--- src/rtl/testcore_nios2_gen2_div_pkg.sv ---
// Shared types and constants for the iterative divide cell.
package testcore_nios2_gen2_div_pkg;

  localparam int DIV_WIDTH = 32;
  localparam int DIV_CNT_W = 6;

  typedef enum logic [1:0] {
    IDLE = 2'd0,
    PREP = 2'd1,
    ITER = 2'd2,
    FIX  = 2'd3
  } div_state_e;

endpackage

--- src/rtl/testcore_nios2_gen2_f_div_step.sv ---
// One restoring radix-2 divide step: shift in the next dividend bit,
// trial-subtract the divisor and keep the difference only if it did not borrow.
module testcore_nios2_gen2_f_div_step #(
  parameter int WIDTH = 32
) (
  input  logic [WIDTH:0]   rem_in,
  input  logic [WIDTH-1:0] quot_in,
  input  logic [WIDTH-1:0] divisor,
  output logic [WIDTH:0]   rem_out,
  output logic [WIDTH-1:0] quot_out
);

  logic [WIDTH:0]   shifted;
  logic [WIDTH+1:0] diff;
  logic             fits;

  assign shifted  = {rem_in[WIDTH-1:0], quot_in[WIDTH-1]};
  // The extra top bit of the difference is the borrow of the trial subtract.
  assign diff     = {rem_in[WIDTH], shifted} - {2'b00, divisor};
  assign fits     = ~diff[WIDTH+1];
  assign rem_out  = fits ? diff[WIDTH:0] : shifted;
  assign quot_out = {quot_in[WIDTH-2:0], fits};

endmodule

--- src/rtl/testcore_nios2_gen2_f_div_cell.sv ---
// Multi-cycle signed/unsigned restoring divider (IDLE -> PREP -> ITER x WIDTH -> FIX).
// Define TESTCORE_DIV_REMAINDER_EN to produce the remainder; otherwise A_div_rem is 0.
module testcore_nios2_gen2_f_div_cell
  import testcore_nios2_gen2_div_pkg::*;
#(
  parameter int WIDTH = DIV_WIDTH
) (
  input  logic             clk,
  input  logic             reset_n,
  input  logic             E_div_start,
  input  logic             E_ctrl_div_signed,
  input  logic [WIDTH-1:0] E_src1_div_cell,
  input  logic [WIDTH-1:0] E_src2_div_cell,
  input  logic             A_kill,
  output logic             A_div_busy,
  output logic             A_div_done,
  output logic [WIDTH-1:0] A_div_quot,
  output logic [WIDTH-1:0] A_div_rem
);

  div_state_e           state, state_nxt;
  logic [DIV_CNT_W-1:0] cnt;
  logic                 div_signed;
  logic                 quot_neg;
  logic [WIDTH-1:0]     q_work, d_work;
  logic [WIDTH:0]       r_work;
  logic [WIDTH:0]       r_step;
  logic [WIDTH-1:0]     q_step;
  logic                 last_step;
  logic [WIDTH-1:0]     quot_q;

  function automatic logic [WIDTH-1:0] mag(input logic [WIDTH-1:0] v, input logic sgn);
    return (sgn && v[WIDTH-1]) ? -v : v;
  endfunction

  testcore_nios2_gen2_f_div_step #(.WIDTH(WIDTH)) u_step (
    .rem_in  (r_work),
    .quot_in (q_work),
    .divisor (d_work),
    .rem_out (r_step),
    .quot_out(q_step)
  );

  assign last_step = (state == ITER) && (cnt == '0);

  always_ff @(posedge clk or negedge reset_n) begin
    if (!reset_n) state <= IDLE;
    else          state <= state_nxt;
  end

  always_comb begin
    state_nxt = state;
    case (state)
      IDLE:    if (E_div_start) state_nxt = PREP;
      PREP:    state_nxt = ITER;
      ITER:    if (cnt == '0) state_nxt = FIX;
      FIX:     state_nxt = IDLE;
      default: state_nxt = IDLE;
    endcase
    if (A_kill) state_nxt = IDLE;
  end

  always_ff @(posedge clk or negedge reset_n) begin
    if (!reset_n) begin
      cnt        <= '0;
      div_signed <= 1'b0;
      quot_neg   <= 1'b0;
      q_work     <= '0;
      d_work     <= '0;
      r_work     <= '0;
    end else begin
      case (state)
        IDLE: if (E_div_start && !A_kill) begin
          div_signed <= E_ctrl_div_signed;
          q_work     <= E_src1_div_cell;
          d_work     <= E_src2_div_cell;
        end
        PREP: begin
          q_work   <= mag(q_work, div_signed);
          d_work   <= mag(d_work, div_signed);
          r_work   <= '0;
          cnt      <= DIV_CNT_W'(WIDTH - 1);
          // Divide by zero keeps the all-ones quotient unnegated.
          quot_neg <= div_signed && (q_work[WIDTH-1] ^ d_work[WIDTH-1]) && (|d_work);
        end
        ITER: begin
          q_work <= q_step;
          r_work <= r_step;
          if (cnt != '0) cnt <= cnt - DIV_CNT_W'(1);
        end
        default: ;
      endcase
    end
  end

  // Results are sign-corrected as the last step lands, so they are valid during FIX.
  always_ff @(posedge clk or negedge reset_n) begin
    if (!reset_n)                 quot_q <= '0;
    else if (last_step && !A_kill) quot_q <= quot_neg ? -q_step : q_step;
  end

`ifdef TESTCORE_DIV_REMAINDER_EN
  logic             rem_neg;
  logic [WIDTH-1:0] rem_q;

  always_ff @(posedge clk or negedge reset_n) begin
    if (!reset_n) begin
      rem_neg <= 1'b0;
      rem_q   <= '0;
    end else begin
      if (state == PREP) rem_neg <= div_signed && q_work[WIDTH-1];
      if (last_step && !A_kill)
        rem_q <= rem_neg ? -r_step[WIDTH-1:0] : r_step[WIDTH-1:0];
    end
  end

  assign A_div_rem = rem_q;
`else
  assign A_div_rem = '0;
`endif

  assign A_div_quot = quot_q;
  assign A_div_busy = (state != IDLE);
  assign A_div_done = (state == FIX);

endmodule

--- config.mk ---
export PLATFORM = sky130hd
export DESIGN_NAME = testcore_nios2_gen2_f_div_cell
export DESIGN_NICKNAME = d
export VERILOG_FILES = /design/src/rtl/testcore_nios2_gen2_div_pkg.sv /design/src/rtl/testcore_nios2_gen2_f_div_step.sv /design/src/rtl/testcore_nios2_gen2_f_div_cell.sv
export SDC_FILE = /design/constraint.sdc
export NUM_CORES = 1
export LEC_CHECK = 0
export CAP_MARGIN = 40
export CORE_UTILIZATION = 30
export CTS_BUF_LIST = sky130_fd_sc_hd__clkbuf_8 sky130_fd_sc_hd__clkbuf_16
export DETAILED_ROUTE_END_ITERATION = 10
export PLACE_DENSITY = 0.48
export SLEW_MARGIN = 20
export SYNTH_ARGS = -nofsm -noshare
export SYNTH_HDL_FRONTEND = slang
export SYNTH_SLANG_ARGS = --single-unit
--- constraint.sdc ---
create_clock -name clk -period 10.2 [get_ports clk]
set_clock_uncertainty 0.2 [all_clocks]
set_input_delay 1.53 -clock clk [delete_from_list [all_inputs] [get_ports clk]]
set_output_delay 1.53 -clock clk [all_outputs]
set_load 0.02 [all_outputs]
==> impl_metrics.toml, run 1 <==
[power]
leakagePower_nw = 4.81
irDropWorstVdd_uv = 155
combPwrFrac_pct = 47.2
p_sw_w = 0.00142
pwr-share-seq_pct = 30.4
p_per_area_nw_per_um2 = 258
clockPowerShare_pct = 22.4
internal-power_w = 0.00164
p_sw_share_pct = 46.5

[clock_tree]
post_cts_buffers = 0
hold_buffers = 0
cts_tree = "yes"
clkSlewWorstSetupHoldPaths_ns = 0.07
clock_latency_ns = 0.45
htreeDepth = 4
cts_buffer_depth = 2
clock_sinks = 139
cts-buffers-inserted = 17
cts-resized-gates = 0
root_buffer = "clkbuf_16"

[critical_path]
crit_path_end_kind = "flip-flop"
cp.required_ns = 10.32
start_kind = "flip-flop"
worstSetupPathType = "flip-flop to flip-flop"
cp_max_fo = 7
arrival_ns = 4.73

[synth]
yosys.area.top_type_share_pct = 35.0
async_flop_share_pct = 100
yosys.area.top_type = "dfrtp_1"
synth_cell_types = 68
synth_area_leaders = "dfrtp_1 (35%), o21ai_0 (7.8%), ha_1 (5.2%)"
synth-seq-area-share_pct = 35.0
synth_area_um2 = 9940
synth_edf_count = 0
ys.flop_type = "dfrtp_1"
yosys_warnings = 0
synth_most_common_cell = "o21ai_0"
synth_cells = 1244
syn_area_per_cell_um2 = 7.99
ys_ff_latch = 139
synthTopCellsByCount = "o21ai_0 (155), dfrtp_1 (139), nand2_1 (124)"

[floorplan]
die_h_um = 184
coreArea_um2 = 32500
start_util_pct = 30.5
die_x_um = 184
row_count = 66
design.portCount = 135
die-area_um2 = 33900

[placed_design]
gp_congestion = 0.864
dpl.cell_count = 1718
dp_hpwl_mm = 22.1
port_buffers = 102

[routing]
firstDrtPassIters = 5
drt_iter0_markers = 747
vias = 9331
wl_per_cell_um = 17.8
drc = 0
final_antenna_net_count = 0
vias_per_cell = 5.34
wirelength_mm = 31.1

[global_route]
met1_usage_pct = 24.9
overflow = 0
grt_use_met3_pct = 3.35
grt_antenna_before_repair = 0
grt_pass1_wl_mm = 50.5
gr-usage-all-layers_pct = 19.2
busiest_layer = "met2"
use_met2_pct = 32.3
grt_start_max_net_pins = 68
grt_pass1_vias = 9091

[cells_and_area]
antenna_cells = 0
final_cells = 1748
multi_input_area_um2 = 5790
fin_nets = 1406
regArea_um2 = 3480
syn_to_final_growth_pct = 19.3
fillers = 3449
drive_above_1_share_pct = 4.98

[timing]
max_freq_mhz = 217
slew_violations = 0
timing.final.crit_share_pct = 45.2
slew_headroom_pct = 39.2
tns_ns = 0
hold_violations = 0
tightestPinTransition_ns = 0.904
rsz0062_at_grt = "false"
period_needed_ns = 4.61
setup_violations = 0

[flow_run]
max-cap-violations = 0

[outcome]
status = "complete, no violations"

[hold_path]
hp-class = "flip-flop to flip-flop"
through the flow:
step / util (%) / hold slack (ns) / cell area, µm² / worst slack, ns / total power [W]
after floorplan: - / 0.272 / 10100 / 6.01 / 0.00197
after global placement: 34.3 / 0.263 / 11100 / 5.42 / 0.00236
after detailed placement: 34.5 / 0.270 / 11200 / 5.62 / 0.00238
after CTS: 36.4 / 0.284 / 11900 / 5.59 / 0.00308
after global routing: 36.4 / 0.303 / 11900 / 5.15 / 0.00332
final: 36.4 / 0.275 / 11900 / 5.59 / 0.00306
cell type report:
type                       count  area share (%)
multi-input combinational    960            48.9
clock inverter                11            1.45
timing repair buffer         118            10.0
tap                          442            4.66
clock buffer                  19            3.82
sequential                   139            29.3
inverter                      59            1.87
cells by family after synthesis:
kind of cell               count (synthesis)  share of synthesized area (%)
and+or+nand+nor                          406                           19.5
buffers and inverters                    176                           8.06
AOI/OAI and AO/OA                        413                           26.0
DFF                                      139                           35.0
xor gates and xnor gates                  60                           5.29
muxes                                      7                          0.730
other                                      1                         0.0377
adders and majority gates                 42                           5.36
placed cells by master, fill, tap and decap left out, types with 11 or more instances in the layout:
master           count
clkbuf_16           17
o21ai_0            155
xor2_1              41
nand2b_1            11
o2bb2ai_1           14
inv_1               59
a222oi_1            18
a21oi_1             90
ha_1                40
or3_1               12
a221oi_1            12
nor4_1              17
nand3_1             43
buf_4               11
dfrtp_1            139
nor3_1              41
clkdlybuf4s50_1    101
o211ai_1            11
xnor2_1             19
nand2_1            124
nor2_1             102
o22ai_1             22
conb_1              32
worst max-delay path: stages (launching register included):
cell	delay, ns
dfrtp_1	0.46
inv_1	0.07
ha_1	0.23
nand2b_1	0.17
a21oi_1	0.19
o21ai_0	0.23
a2111oi_0	0.59
buf_1	0.21
o211ai_1	0.12
o211a_1	0.19
inv_1	0.09
ha_1	0.16
nand2_1	0.07
nor3_1	0.34
nand4_1	0.42
nand2b_1	0.29
o21ai_0	0.21
xor2_1	0.15
o21ai_0	0.09
final timing paths:
check | to | slack [ns] | from | cells after the start
max | A_div_quot[26] | 5.59 | q_work[31] | 18
max in group asynchronous | d_work[15] | 7.97 | reset_n | 2
min | A_div_quot[23] | 0.27 | A_div_quot[23] | 2
min in group asynchronous | cnt[3] | 0.76 | reset_n | 1
max reg2reg | A_div_quot[26] | 5.59 | q_work[31] | 18
min reg2reg | A_div_quot[23] | 0.27 | A_div_quot[23] | 2
per-layer routing:
layer	share of wire, %	up-vias
li1	-	4575
met2	49	239
met1	46	4485
met3	3.9	32
met5	0	-
met4	1.5	0
state kept, by name, summed over array words and instances (netlist names):
name and count:
r_work 33, A_div_quot 32, d_work 32, q_work 32, cnt 6, state 2
div_signed 1, quot_neg 1
power groups by stage:
stage | Clock, W | Combinational (W) | Sequential (W)
after floorplan | 0 | 0.00115 | 0.000817
after global placement | 0 | 0.00142 | 0.000941
after detailed placement | 0 | 0.00145 | 0.000936
after CTS | 0.000703 | 0.00145 | 0.000927
after global routing | 0.000724 | 0.00163 | 0.000960
final | 0.000686 | 0.00144 | 0.000929
No activity file was read; power rests on OpenSTA's default activity.
==> inputs of run 2 (changes only) <==
--- a/config.mk
+++ b/config.mk
@@ -9,7 +9,7 @@
 export CORE_UTILIZATION = 30
 export CTS_BUF_LIST = sky130_fd_sc_hd__clkbuf_8 sky130_fd_sc_hd__clkbuf_16
 export DETAILED_ROUTE_END_ITERATION = 10
-export PLACE_DENSITY = 0.48
+export PLACE_DENSITY = 0.5
 export SLEW_MARGIN = 20
 export SYNTH_ARGS = -nofsm -noshare
 export SYNTH_HDL_FRONTEND = slang
==> constraint.sdc (replaced) <==
create_clock -name clk -period 4.2 [get_ports clk]
set_clock_uncertainty 0.2 [all_clocks]
set_input_delay 0.63 -clock clk [delete_from_list [all_inputs] [get_ports clk]]
set_output_delay 0.63 -clock clk [all_outputs]
set_load 0.02 [all_outputs]
==> impl_metrics.toml, run 2 (synthesized netlist as in run 1, its figures left out) <==
[routing]
wirelength_mm = 31.4
wl_per_cell_um = 17.4
final_antenna_net_count = 0
firstDrtPassIters = 7
vias_per_cell = 5.31
drc = 0
vias = 9558
drt_iter0_markers = 615

[global_route]
gr-usage-all-layers_pct = 18.9
overflow = 0
grt_antenna_before_repair = 0
grt_pass1_vias = 9170
grt_pass1_wl_mm = 50.4
grt_start_max_net_pins = 80

[critical_path]
arrival_ns = 3.97
start_kind = "flip-flop"
cp.required_ns = 4.31
path_delay_family = "compound AO/OA/AOI/OAI gates"
path_cells = "inv_1 > ha_1 > buf_4 > a21oi_1 > nand2_1 > o21ai_1 > a2111oi_2 > buf_4 > o21a_1 > o211a_1 > inv_1 > ha_1 > nand2_1 > nor3_2 > nand4_1 > buf_4 > o31ai_1 > xor2_1 > o21ai_0"
crit_path_top_delay_cell = "dfrtp_1"
critPathMaxStageDelay_ns = 0.34
critical_path_buf_inv_count = 5
crit_path_end_kind = "flip-flop"
crit_top_cell = "buf_4"
worstSetupPathType = "flip-flop to flip-flop"
cp_max_fo = 5

[clock_tree]
post_cts_buffers = 0
clock_latency_ns = 0.44
clock_sinks = 139
htreeDepth = 4
clkSlewWorstSetupHoldPaths_ns = 0.06
root_buffer = "clkbuf_16"
cts-buffers-inserted = 17
cts_tree = "yes"
cts_buffer_depth = 2

[timing]
slew_violations = 0
period_needed_ns = 3.86
hold_violations = 0
tns_ns = 0
setup_violations = 0
rsz0062_at_grt = "false"
tightestPinTransition_ns = 0.675
max_freq_mhz = 259
timing.final.crit_share_pct = 92.0
slew_headroom_pct = 53.8

[placed_design]
dpl.cell_count = 1766
dp_hpwl_mm = 22.6
gp_congestion = 0.854
port_buffers = 102
placed_cell_area_um2 = 11600

[cells_and_area]
drive_above_1_share_pct = 8.77
antenna_cells = 0
syn_to_final_growth_pct = 22.9
final_util_pct = 37.5
final_cell_mix = "o21ai_0 (154), dfrtp_1 (139), nand2_1 (124), nor2_1 (102), clkdlybuf4s50_1 (101)"
fin_nets = 1455
final_cells = 1799
design_area_um2 = 12200
final_common_cell = "o21ai_0"
fillers = 3389
largest_register = "r_work"
largest_reg_flops = 33

[floorplan]
die_x_um = 184
coreArea_um2 = 32500
die_h_um = 184
start_util_pct = 30.5
die-area_um2 = 33900
design.portCount = 135
row_count = 66

[power]
irDropWorstVdd_uv = 310
p_per_area_nw_per_um2 = 629
leakagePower_nw = 5.05

[flow_run]
max-cap-violations = 0

[hold_path]
hp-class = "flip-flop to flip-flop"

[outcome]
status = "complete, no violations"
run 2: where the power goes:
part | internal [W] | leakage [nW] | total [W] | switching [W]
Combinational | 0.00149 | 2.97 | 0.00392 | 0.00243
Sequential | 0.00169 | 1.78 | 0.00213 | 0.000441
Clock | 0.000972 | 0.301 | 0.00163 | 0.000660
run 2: final timing paths:
check                          startpoint              to  slack [ns]  cells past startpoint
min in group asynchronous         reset_n   A_div_quot[9]        0.54                      2
min                        A_div_quot[15]  A_div_quot[15]        0.28                      2
max                             d_work[4]  A_div_quot[16]        0.34                     19
max in group asynchronous         reset_n      r_work[18]        2.37                      3
min reg2reg                A_div_quot[15]  A_div_quot[15]        0.28                      2
max reg2reg                     d_work[4]  A_div_quot[16]        0.34                     19
run 2: final cells by class:
cell class                      instances  area [µm²]  share of cell area [%]
Multi-Input combinational cell        960        5810                    47.6
Sequential cell                       139        3480                    28.5
Timing Repair Buffer                  167        1530                    12.5
Tap cell                              442         553                    4.53
Clock buffer                           19         453                    3.71
Inverter                               59         221                    1.81
Clock inverter                         13         166                    1.36
run 2: timing repair:
action                                 4_1_cts  5_1_grt
setup endpoints to repair                    2       11
hold buffers                                 1        0
resized for setup                            1        5
endpoints found under the hold margin        1        0
run 2: worst min-delay path, cell delays in order, from the launching register on:
cell     delay, ns
dfrtp_1       0.34
nand2_1       0.04
o21ai_0       0.06
run 2: metrics by stage:
stage	power [W]	setup slack, ns	hold slack, ns
CTS	0.00771	0.0835	0.284
detailed placement	0.00605	0.0125	0.270
global placement	0.00600	0.0461	0.264
global route	0.00830	0.0675	0.287
floorplan	0.00478	0.00997	0.134
finish	0.00768	0.337	0.278
run 2: metal layers:
metal	wire length [µm]	vias to the layer above	track usage, %
li1	-	4661	-
met1	14100	4618	23.9
met2	15300	242	32.6
met3	1470	37	3.65
met4	540	0	5.40
met5	0	-	0
